[src/rtl/mem_arb_if.sv]
// rtl/mem_arb_if.sv - requester, memory and status signals of the IF/LS memory arbiter
interface mem_arb_if #(
    parameter int XLEN = 64
);
    logic            if_req_valid;
    logic            if_req_ready;
    logic [XLEN-1:0] if_addr;
    logic            if_resp_valid;
    logic [31:0]     if_rdata;

    logic            ls_req_valid;
    logic            ls_req_ready;
    logic [XLEN-1:0] ls_addr;
    logic            ls_wen;
    logic [2:0]      ls_dlen;
    logic [XLEN-1:0] ls_wdata;
    logic            ls_resp_valid;
    logic [XLEN-1:0] ls_rdata;

    logic            mem_req_valid;
    logic            mem_req_ready;
    logic [XLEN-1:0] mem_addr;
    logic            mem_wen;
    logic [2:0]      mem_dlen;
    logic [XLEN-1:0] mem_wdata;
    logic            mem_resp_valid;
    logic [XLEN-1:0] mem_rdata;

    logic            busy;

    // Arbiter side
    modport slave (
        input  if_req_valid, if_addr,
        input  ls_req_valid, ls_addr, ls_wen, ls_dlen, ls_wdata,
        input  mem_req_ready, mem_resp_valid, mem_rdata,
        output if_req_ready, if_resp_valid, if_rdata,
        output ls_req_ready, ls_resp_valid, ls_rdata,
        output mem_req_valid, mem_addr, mem_wen, mem_dlen, mem_wdata,
        output busy
    );

    // Requesters plus memory, seen from outside the arbiter
    modport master (
        output if_req_valid, if_addr,
        output ls_req_valid, ls_addr, ls_wen, ls_dlen, ls_wdata,
        output mem_req_ready, mem_resp_valid, mem_rdata,
        input  if_req_ready, if_resp_valid, if_rdata,
        input  ls_req_ready, ls_resp_valid, ls_rdata,
        input  mem_req_valid, mem_addr, mem_wen, mem_dlen, mem_wdata,
        input  busy
    );
endinterface

[src/rtl/mem_arb.sv]
// rtl/mem_arb.sv - single-outstanding IF/LS memory arbiter with starvation guard and load extension
module mem_arb #(
    parameter int XLEN          = 64,
    parameter int IF_STARVE_MAX = 4
) (
    input  logic      clk,
    input  logic      rst,
    mem_arb_if.slave  bus
);
    typedef enum logic [1:0] {
        S_IDLE = 2'd0,
        S_REQ  = 2'd1,
        S_WAIT = 2'd2,
        S_RESP = 2'd3
    } state_t;

    localparam logic       OWN_IF     = 1'b0;
    localparam logic       OWN_LS     = 1'b1;
    localparam logic [3:0] STARVE_MAX = 4'(IF_STARVE_MAX);

    state_t          state_q, state_d;
    logic [3:0]      starve_q, starve_d;
    logic            owner_q, owner_d;
    logic [XLEN-1:0] addr_q, addr_d;
    logic            wen_q, wen_d;
    logic [2:0]      dlen_q, dlen_d;
    logic [XLEN-1:0] wdata_q, wdata_d;
    logic [31:0]     if_rdata_q, if_rdata_d;
    logic [XLEN-1:0] ls_rdata_q, ls_rdata_d;

    logic            if_ready, ls_ready, ls_wins;
    logic [XLEN-1:0] sh;
    logic [XLEN-1:0] load_ext;

    // Shift the returned doubleword down to the addressed byte, then size and extend it
    always_comb begin
        sh = bus.mem_rdata >> {addr_q[2:0], 3'b000};
        case (dlen_q)
            3'd0:    load_ext = {{(XLEN-8){sh[7]}}, sh[7:0]};
            3'd1:    load_ext = {{(XLEN-16){sh[15]}}, sh[15:0]};
            3'd2:    load_ext = {{(XLEN-32){sh[31]}}, sh[31:0]};
            3'd3:    load_ext = sh;
            3'd4:    load_ext = {{(XLEN-8){1'b0}}, sh[7:0]};
            3'd5:    load_ext = {{(XLEN-16){1'b0}}, sh[15:0]};
            3'd6:    load_ext = {{(XLEN-32){1'b0}}, sh[31:0]};
            default: load_ext = '0;
        endcase
    end

    // LS wins unless IF has waited through STARVE_MAX consecutive LS grants
    assign ls_wins = bus.ls_req_valid && !(bus.if_req_valid && (starve_q == STARVE_MAX));

    // Next-state, capture and handshake decode
    always_comb begin
        state_d    = state_q;
        starve_d   = starve_q;
        owner_d    = owner_q;
        addr_d     = addr_q;
        wen_d      = wen_q;
        dlen_d     = dlen_q;
        wdata_d    = wdata_q;
        if_rdata_d = if_rdata_q;
        ls_rdata_d = ls_rdata_q;
        if_ready   = 1'b0;
        ls_ready   = 1'b0;
        case (state_q)
            S_IDLE: begin
                // rst gating keeps the readies low while reset is asserted
                if (rst && (bus.if_req_valid || bus.ls_req_valid)) begin
                    state_d = S_REQ;
                    if (ls_wins) begin
                        ls_ready = 1'b1;
                        owner_d  = OWN_LS;
                        addr_d   = bus.ls_addr;
                        wen_d    = bus.ls_wen;
                        dlen_d   = bus.ls_dlen;
                        wdata_d  = bus.ls_wdata;
                        if (!bus.if_req_valid)
                            starve_d = 4'd0;
                        else if (starve_q != STARVE_MAX)
                            starve_d = starve_q + 4'd1;
                    end else begin
                        if_ready = 1'b1;
                        owner_d  = OWN_IF;
                        addr_d   = bus.if_addr;
                        wen_d    = 1'b0;
                        dlen_d   = 3'd2;
                        wdata_d  = '0;
                        starve_d = 4'd0;
                    end
                end
            end
            S_REQ: begin
                if (bus.mem_req_ready)
                    state_d = S_WAIT;
            end
            S_WAIT: begin
                if (bus.mem_resp_valid) begin
                    state_d = S_RESP;
                    if (owner_q == OWN_IF)
                        if_rdata_d = addr_q[2] ? bus.mem_rdata[63:32] : bus.mem_rdata[31:0];
                    else
                        ls_rdata_d = wen_q ? '0 : load_ext;
                end
            end
            default: begin
                state_d = S_IDLE;
            end
        endcase
    end

    // State and captured-request registers; reset abandons any transaction in flight
    always_ff @(posedge clk or negedge rst) begin
        if (!rst) begin
            state_q    <= S_IDLE;
            starve_q   <= 4'd0;
            owner_q    <= OWN_IF;
            addr_q     <= '0;
            wen_q      <= 1'b0;
            dlen_q     <= 3'd0;
            wdata_q    <= '0;
            if_rdata_q <= '0;
            ls_rdata_q <= '0;
        end else begin
            state_q    <= state_d;
            starve_q   <= starve_d;
            owner_q    <= owner_d;
            addr_q     <= addr_d;
            wen_q      <= wen_d;
            dlen_q     <= dlen_d;
            wdata_q    <= wdata_d;
            if_rdata_q <= if_rdata_d;
            ls_rdata_q <= ls_rdata_d;
        end
    end

    assign bus.if_req_ready  = if_ready;
    assign bus.ls_req_ready  = ls_ready;
    assign bus.mem_req_valid = (state_q == S_REQ);
    assign bus.if_resp_valid = (state_q == S_RESP) && (owner_q == OWN_IF);
    assign bus.ls_resp_valid = (state_q == S_RESP) && (owner_q == OWN_LS);
    assign bus.mem_addr      = addr_q;
    assign bus.mem_wen       = wen_q;
    assign bus.mem_dlen      = dlen_q;
    assign bus.mem_wdata     = wdata_q;
    assign bus.if_rdata      = if_rdata_q;
    assign bus.ls_rdata      = ls_rdata_q;
    assign bus.busy          = (state_q != S_IDLE);
endmodule

[src/flat_wrapper.sv]
// flat-port wrapper written by rule: the top's interface ports become plain ports
module mem_arb_flat 
#(
    parameter int XLEN          = 64,
    parameter int IF_STARVE_MAX = 4
)
  (clk, rst, bus_if_req_valid, bus_if_addr, bus_ls_req_valid, bus_ls_addr, bus_ls_wen, bus_ls_dlen, bus_ls_wdata, bus_mem_req_ready, bus_mem_resp_valid, bus_mem_rdata, bus_if_req_ready, bus_if_resp_valid, bus_if_rdata, bus_ls_req_ready, bus_ls_resp_valid, bus_ls_rdata, bus_mem_req_valid, bus_mem_addr, bus_mem_wen, bus_mem_dlen, bus_mem_wdata, bus_busy);
  mem_arb_if #(.XLEN(XLEN)) bus_i ();
  input  logic clk;
  input  logic rst;
  input wire logic [$bits(bus_i.if_req_valid)-1:0] bus_if_req_valid;
  input wire logic [$bits(bus_i.if_addr)-1:0] bus_if_addr;
  input wire logic [$bits(bus_i.ls_req_valid)-1:0] bus_ls_req_valid;
  input wire logic [$bits(bus_i.ls_addr)-1:0] bus_ls_addr;
  input wire logic [$bits(bus_i.ls_wen)-1:0] bus_ls_wen;
  input wire logic [$bits(bus_i.ls_dlen)-1:0] bus_ls_dlen;
  input wire logic [$bits(bus_i.ls_wdata)-1:0] bus_ls_wdata;
  input wire logic [$bits(bus_i.mem_req_ready)-1:0] bus_mem_req_ready;
  input wire logic [$bits(bus_i.mem_resp_valid)-1:0] bus_mem_resp_valid;
  input wire logic [$bits(bus_i.mem_rdata)-1:0] bus_mem_rdata;
  output wire logic [$bits(bus_i.if_req_ready)-1:0] bus_if_req_ready;
  output wire logic [$bits(bus_i.if_resp_valid)-1:0] bus_if_resp_valid;
  output wire logic [$bits(bus_i.if_rdata)-1:0] bus_if_rdata;
  output wire logic [$bits(bus_i.ls_req_ready)-1:0] bus_ls_req_ready;
  output wire logic [$bits(bus_i.ls_resp_valid)-1:0] bus_ls_resp_valid;
  output wire logic [$bits(bus_i.ls_rdata)-1:0] bus_ls_rdata;
  output wire logic [$bits(bus_i.mem_req_valid)-1:0] bus_mem_req_valid;
  output wire logic [$bits(bus_i.mem_addr)-1:0] bus_mem_addr;
  output wire logic [$bits(bus_i.mem_wen)-1:0] bus_mem_wen;
  output wire logic [$bits(bus_i.mem_dlen)-1:0] bus_mem_dlen;
  output wire logic [$bits(bus_i.mem_wdata)-1:0] bus_mem_wdata;
  output wire logic [$bits(bus_i.busy)-1:0] bus_busy;
  assign bus_i.if_req_valid = bus_if_req_valid;
  assign bus_i.if_addr = bus_if_addr;
  assign bus_i.ls_req_valid = bus_ls_req_valid;
  assign bus_i.ls_addr = bus_ls_addr;
  assign bus_i.ls_wen = bus_ls_wen;
  assign bus_i.ls_dlen = bus_ls_dlen;
  assign bus_i.ls_wdata = bus_ls_wdata;
  assign bus_i.mem_req_ready = bus_mem_req_ready;
  assign bus_i.mem_resp_valid = bus_mem_resp_valid;
  assign bus_i.mem_rdata = bus_mem_rdata;
  assign bus_if_req_ready = bus_i.if_req_ready;
  assign bus_if_resp_valid = bus_i.if_resp_valid;
  assign bus_if_rdata = bus_i.if_rdata;
  assign bus_ls_req_ready = bus_i.ls_req_ready;
  assign bus_ls_resp_valid = bus_i.ls_resp_valid;
  assign bus_ls_rdata = bus_i.ls_rdata;
  assign bus_mem_req_valid = bus_i.mem_req_valid;
  assign bus_mem_addr = bus_i.mem_addr;
  assign bus_mem_wen = bus_i.mem_wen;
  assign bus_mem_dlen = bus_i.mem_dlen;
  assign bus_mem_wdata = bus_i.mem_wdata;
  assign bus_busy = bus_i.busy;
  mem_arb #(.XLEN(XLEN), .IF_STARVE_MAX(IF_STARVE_MAX)) u_core (.clk(clk), .rst(rst), .bus(bus_i));
endmodule
[config.mk]
export PLATFORM = sky130hd
export DESIGN_NAME = mem_arb_flat
export DESIGN_NICKNAME = d
export VERILOG_FILES = /design/src/rtl/mem_arb_if.sv /design/src/rtl/mem_arb.sv /design/src/flat_wrapper.sv
export SDC_FILE = /design/constraint.sdc
export NUM_CORES = 1
export LEC_CHECK = 0
export ABC_AREA = 1
export ABC_CLOCK_PERIOD_IN_PS = 4400
export CORE_AREA = 5 5 190 192
export DETAILED_ROUTE_END_ITERATION = 6
export DIE_AREA = 0 0 195 197
export GPL_ROUTABILITY_DRIVEN = 0
export HOLD_SLACK_MARGIN = 0.05
export PLACE_DENSITY = 0.71
export SYNTH_ARGS = -nofsm -noshare
export SYNTH_HDL_FRONTEND = slang
export SYNTH_SLANG_ARGS = --single-unit
[constraint.sdc]
create_clock -name clk -period 4.4 [get_ports clk]
set_clock_uncertainty 0.2 [all_clocks]
set_input_delay 1.32 -clock clk [delete_from_list [all_inputs] [get_ports clk]]
set_output_delay 1.32 -clock clk [all_outputs]
set_load 0.02 [all_outputs]
Word-level counts from Yosys, hierarchy flattened
Index checks and enable logic that the tools add are counted.
{"block": "op_classes", "mux": 20, "n_shift": 1, "addsub": 1, "n_reduce_logical": 15, "eq_ne": 15, "bitwise": 1}
{"operator": "one-hot mux 64 bit (7 select lines)", "n": 1}
{"operator": "2-to-1 mux 64 bit", "n": 3}
{"operator": "right shift 64 x 6 -> 64 bit", "n": 1}
{"operator": "2-to-1 mux 32 bit", "n": 1}
{"operator": "2-to-1 mux 4 bit", "n": 3}
{"operator": "AND reduction 3 bit", "n": 4}
{"operator": "== test 3 bit, second input constant", "n": 3}
{"operator": "2-to-1 mux 1 bit", "n": 7}
{"operator": "== test 3 x 2 -> 1 bit, second input constant", "n": 2}
{"operator": "2-to-1 mux 2 bit", "n": 3}
{"operator": "one-hot mux 2 bit (3 select lines)", "n": 1}
{"operator": "logical AND 1 bit", "n": 5}
{"operator": "adder 4 x 1 -> 4 bit, second input constant", "n": 1}
{"operator": "== test 2 bit, second input constant", "n": 2}
{"operator": "== test 4 x 3 -> 1 bit, second input constant", "n": 1}
{"operator": "!= test 2 bit, second input constant", "n": 2}
{"operator": "!= test 4 x 3 -> 1 bit, second input constant", "n": 1}
{"operator": "== test 3 x 1 -> 1 bit, second input constant", "n": 1}
{"operator": "logical NOT 3 bit", "n": 1}
{"operator": "2-to-1 mux 3 bit", "n": 1}
{"operator": "!= test 3 bit, second input constant", "n": 1}
{"operator": "== test 2 x 1 -> 1 bit, second input constant", "n": 1}
{"operator": "logical NOT 2 bit", "n": 1}
{"operator": "!= test 2 x 1 -> 1 bit, second input constant", "n": 1}
{"operator": "other kinds (5)", "n": 5}
{"block": "word_totals", "elab_cells": 62, "regBits": 235, "in_bits": 266}

Longest topological paths before layout
{"block": "depth", "depth_word": 7, "depth_mapped": 13}

Worst setup path before layout
Ideal clock, no wire load.
{"block": "synth_path", "kind": "input to output", "start": "input bus_if_req_valid", "end": "output bus_ls_req_ready", "cell_stages": 6, "setup_slack_ps": 774, "arrival_ps": 2106, "path_cell_list": "o21ai_2 -> nor2_4 -> nand2_1 -> inv_2 -> buf_2 -> buf_2"}
{"block": "synth_between", "elab_chain_len": 6}
{"element": "start, declared", "line": "flat_wrapper.sv:11", "rtl": "input wire logic [$bits(bus_i.if_req_valid)-1:0] bus_if_req_valid;"}
{"element": "logical AND 1 bit", "line": "mem_arb.sv:51", "rtl": "assign ls_wins = bus.ls_req_valid && !(bus.if_req_valid && (starve_q == STARVE_MAX));"}
{"element": "logical NOT 1 bit", "line": "mem_arb.sv:51"}
{"element": "logical AND 1 bit", "line": "mem_arb.sv:51"}
{"element": "2-to-1 mux 1 bit", "line": "mem_arb.sv:71", "rtl": "if (ls_wins) begin"}
{"element": "2-to-1 mux 1 bit *", "line": "mem_arb.sv:69", "rtl": "if (rst && (bus.if_req_valid || bus.ls_req_valid)) begin"}
{"element": "2-to-1 mux 1 bit *", "line": "mem_arb.sv:66", "rtl": "case (state_q)"}
{"element": "end, declared", "line": "flat_wrapper.sv:24", "rtl": "output wire logic [$bits(bus_i.ls_req_ready)-1:0] bus_ls_req_ready;"}
Mark *: on every way between the ends. The rest lies on a longest branch, timed or not.

Final worst setup path
Same ends and word-level chain as after synthesis.

==> flow_summary_export.csv <==
group,metric,value,unit
status,run_status,"complete, no violations",
detailed_routing,met3_length,4460,microns
flow_run,max_cap_violations,0,
grt,grt_pass1_wl,76700,microns
sta,slew-limit-headroom,22.7,%
critical_path,critPathRequiredTime,2880,ps
synthesis,synth_nets,1768,
detailed_routing,drtIter0Drc,1005,
cts,hold_buffers,0,
critical_path,path_class,"input port to output port",
cts,cts_inserted_buffers,27,
die,die_x,195,microns
cts,cts_repair_resize_count,0,
grt,grtUsageTotal,25.5,%
cells_and_area,design_area,0.0179,sq mm
detailed_routing,vias,12324,
synthesis,yosys_most_used_dff,"dfrtp_1",
synthesis,syn_area,0.0118,sq mm
synthesis,synth-edff-count,0,
die,start_util,34.5,%
synthesis,syn_inst,1494,
grt,grt_max_degree,142,
die,fp.dieH,197,microns
synthesis,ys_seq_elements,235,
sta,worst_pin_slew,1160,ps
detailed_routing,dr.pass1.iters,5,
pwr,vdd_drop_max,0.333,mV
placed_design,port_buffers,499,
cts,clock_latency,560,ps
sta,drv_slew,0,
synthesis,yosysWarnings,0,
detailed_routing,drc,0,
detailed_routing,wl_per_cell,21.2,microns
cells_and_area,nNetsFinal,2205,
cts,cts_buffer_depth,3,
synthesis,syn_avg_cell_area,7.91,sq um
detailed_routing,vias_per_cell,5.12,
min_path,worstHoldPathType,"register to register",
critical_path,endpoint_kind,"output port",
placed_design,place_hpwl,38700,microns
cts,clkTransAtPathRegs,60,ps
placed_design,place_area,0.0170,sq mm
die,num_rows,68,
die,pin_count,500,
detailed_routing,top_layer,"met5",
grt,grt.overflow.total,0,
cts,tritoncts,"built",
detailed_routing,met2_wirelength,26600,microns
sta,finalHoldViolCount,0,
detailed_routing,met1Wirelength,17700,microns
cells_and_area,fillers,3212,
synthesis,async_flop_share,100,%
cells_and_area,layout-drive-gt1-share,4.62,%
detailed_routing,final_antenna_net_count,0,
cts,cts_root_buf,"clkbuf_16",
die,dieArea,0.0384,sq mm
critical_path,arrival,2610,ps
sta,fin_hold_ws,282,ps
pwr,p_leak,0.00819,uW
detailed_routing,routed_wl,50900,microns
cts,htree_num_levels,1,
cts,postCtsSetupBuffers,0,
sta,final-setup-viol-count,0,
sta,finalCritPeriodShare,93.8,%
grt,grt_antenna_before_repair,5,
critical_path,cp-start-kind,"input port",
sta,period_needed,4130,ps
synthesis,yosysSeqAreaShare,49.8,%
critical_path,crit_fanout,6,
cells_and_area,area_growth,51.8,%
grt,grt_pass1_vias,12388,
sta,fmax,0.242,GHz
die,core,0.0342,sq mm
sta,grt_setup_unrepaired,"no",
cts,cts.sinks,235,
pwr,power_density,763,mW/mm^2
synthesis,ys_types,33,
sta,tns,0,ps
-- stage by stage --
stage	worst slack (ps)	instances	total power [uW]	utilization, %
after floorplan	774	1494	7970	-
after global placement	279	2357	11300	49.8
after detailed placement	269	2357	11400	49.8
after CTS	263	2404	13800	52.4
after global routing	154	2405	14600	52.4
final	273	2407	13700	52.4
-- power by group --
part	switching, uW	internal (uW)	leakage (uW)
Combinational	4400	3140	0.00478
Clock	944	1340	0.000435
Sequential	675	3170	0.00297
-- sequential cells by signal (all words and copies together), names as in the netlist --
register              count
u_core.bus.if_rdata      32
u_core.bus.mem_dlen       3
u_core.bus.mem_wen        1
u_core.state_q            2
u_core.owner_q            1
u_core.bus.mem_addr      64
u_core.bus.ls_rdata      64
u_core.bus.mem_wdata     64
u_core.starve_q           4
-- critical path: stages --
cell             delay (ps)
clkdlybuf4s50_1         470
o21ai_2                 250
nor2_4                   60
buf_4                   160
nand2_1                 130
inv_4                    50
buf_4                   160
-- worst paths after layout --
check                                   startpoint                       to  slack [ps]  cells past startpoint
max                               bus_if_req_valid         bus_ls_req_ready         270                      7
min                        u_core.bus.ls_rdata[35]  u_core.bus.ls_rdata[35]         280                      2
max reg2reg                 u_core.bus.mem_addr[1]  u_core.bus.ls_rdata[32]        1480                      9
min reg2reg                u_core.bus.ls_rdata[35]  u_core.bus.ls_rdata[35]         280                      2
max in group asynchronous                      rst  u_core.bus.mem_addr[38]        2090                      3
min in group asynchronous                      rst  u_core.bus.ls_rdata[58]         620                      2
-- cell usage after synthesis (10+ instances only) --
library cell,number,area (sq um)
a31oi_1,33,206
nand2_1,623,2340
dfrtp_1,235,5880
nand3_1,109,546
inv_1,42,158
nand4_1,38,238
clkbuf_1,35,131
o21ai_0,75,375
buf_6,10,113
a22o_1,66,578
o211ai_1,23,173
a21oi_1,29,145
buf_2,56,280
nor2_1,64,240
-- final cells by class --
class                   count  area [sq um]  share of cell area (%)
diodes                      3          7.51                  0.0419
clock buffers              41           818                    4.56
clock inverters             6          75.1                   0.419
inverters                  49           191                    1.07
multi-input cells        1098          5180                    28.9
flip-flops and latches    235          5880                    32.8
well taps                 455           569                    3.17
repair buffers            520          5200                    29.0
-- cells by family after synthesis --
logic type	Yosys count	share of synthesized area, %
AO/OA/AOI/OAI	242	13.4
adder cells (fa/ha/maj)	8	0.847
buffers and inverters	161	6.56
flip-flops	235	49.8
AND/OR/NAND/NOR	848	29.4
-- per-layer routing --
metal  GRT usage, %  vias to the layer above
li1               -                     5828
met1           28.7                     5803
met2           46.9                      577
met3           6.65                      110
met4           8.90                        6
met5              0                        -
-- cells in the final DEF (no fill, tap or decap), types with 3 or more instances in the layout --
cell type / netlist / routed
diode_2: 0 / 3
ha_1: 8 / 8
nand4_1: 38 / 38
clkdlybuf4s50_1: 0 / 496
clkbuf_1: 35 / 5
o211ai_1: 23 / 23
buf_4: 6 / 19
clkbuf_8: 0 / 9
nand3_2: 4 / 5
a31oi_1: 33 / 33
a22o_1: 66 / 66
o21ai_1: 7 / 7
clkbuf_16: 0 / 27
nand3_1: 109 / 108
dfrtp_1: 235 / 233
inv_2: 6 / 4
inv_4: 1 / 3
nand2_1: 623 / 623
buf_12: 0 / 4
a21oi_1: 29 / 29
o21ai_0: 75 / 75
nor2_1: 64 / 63
o21a_1: 3 / 3
inv_1: 42 / 41
No activity file was read; power rests on OpenSTA's default activity.
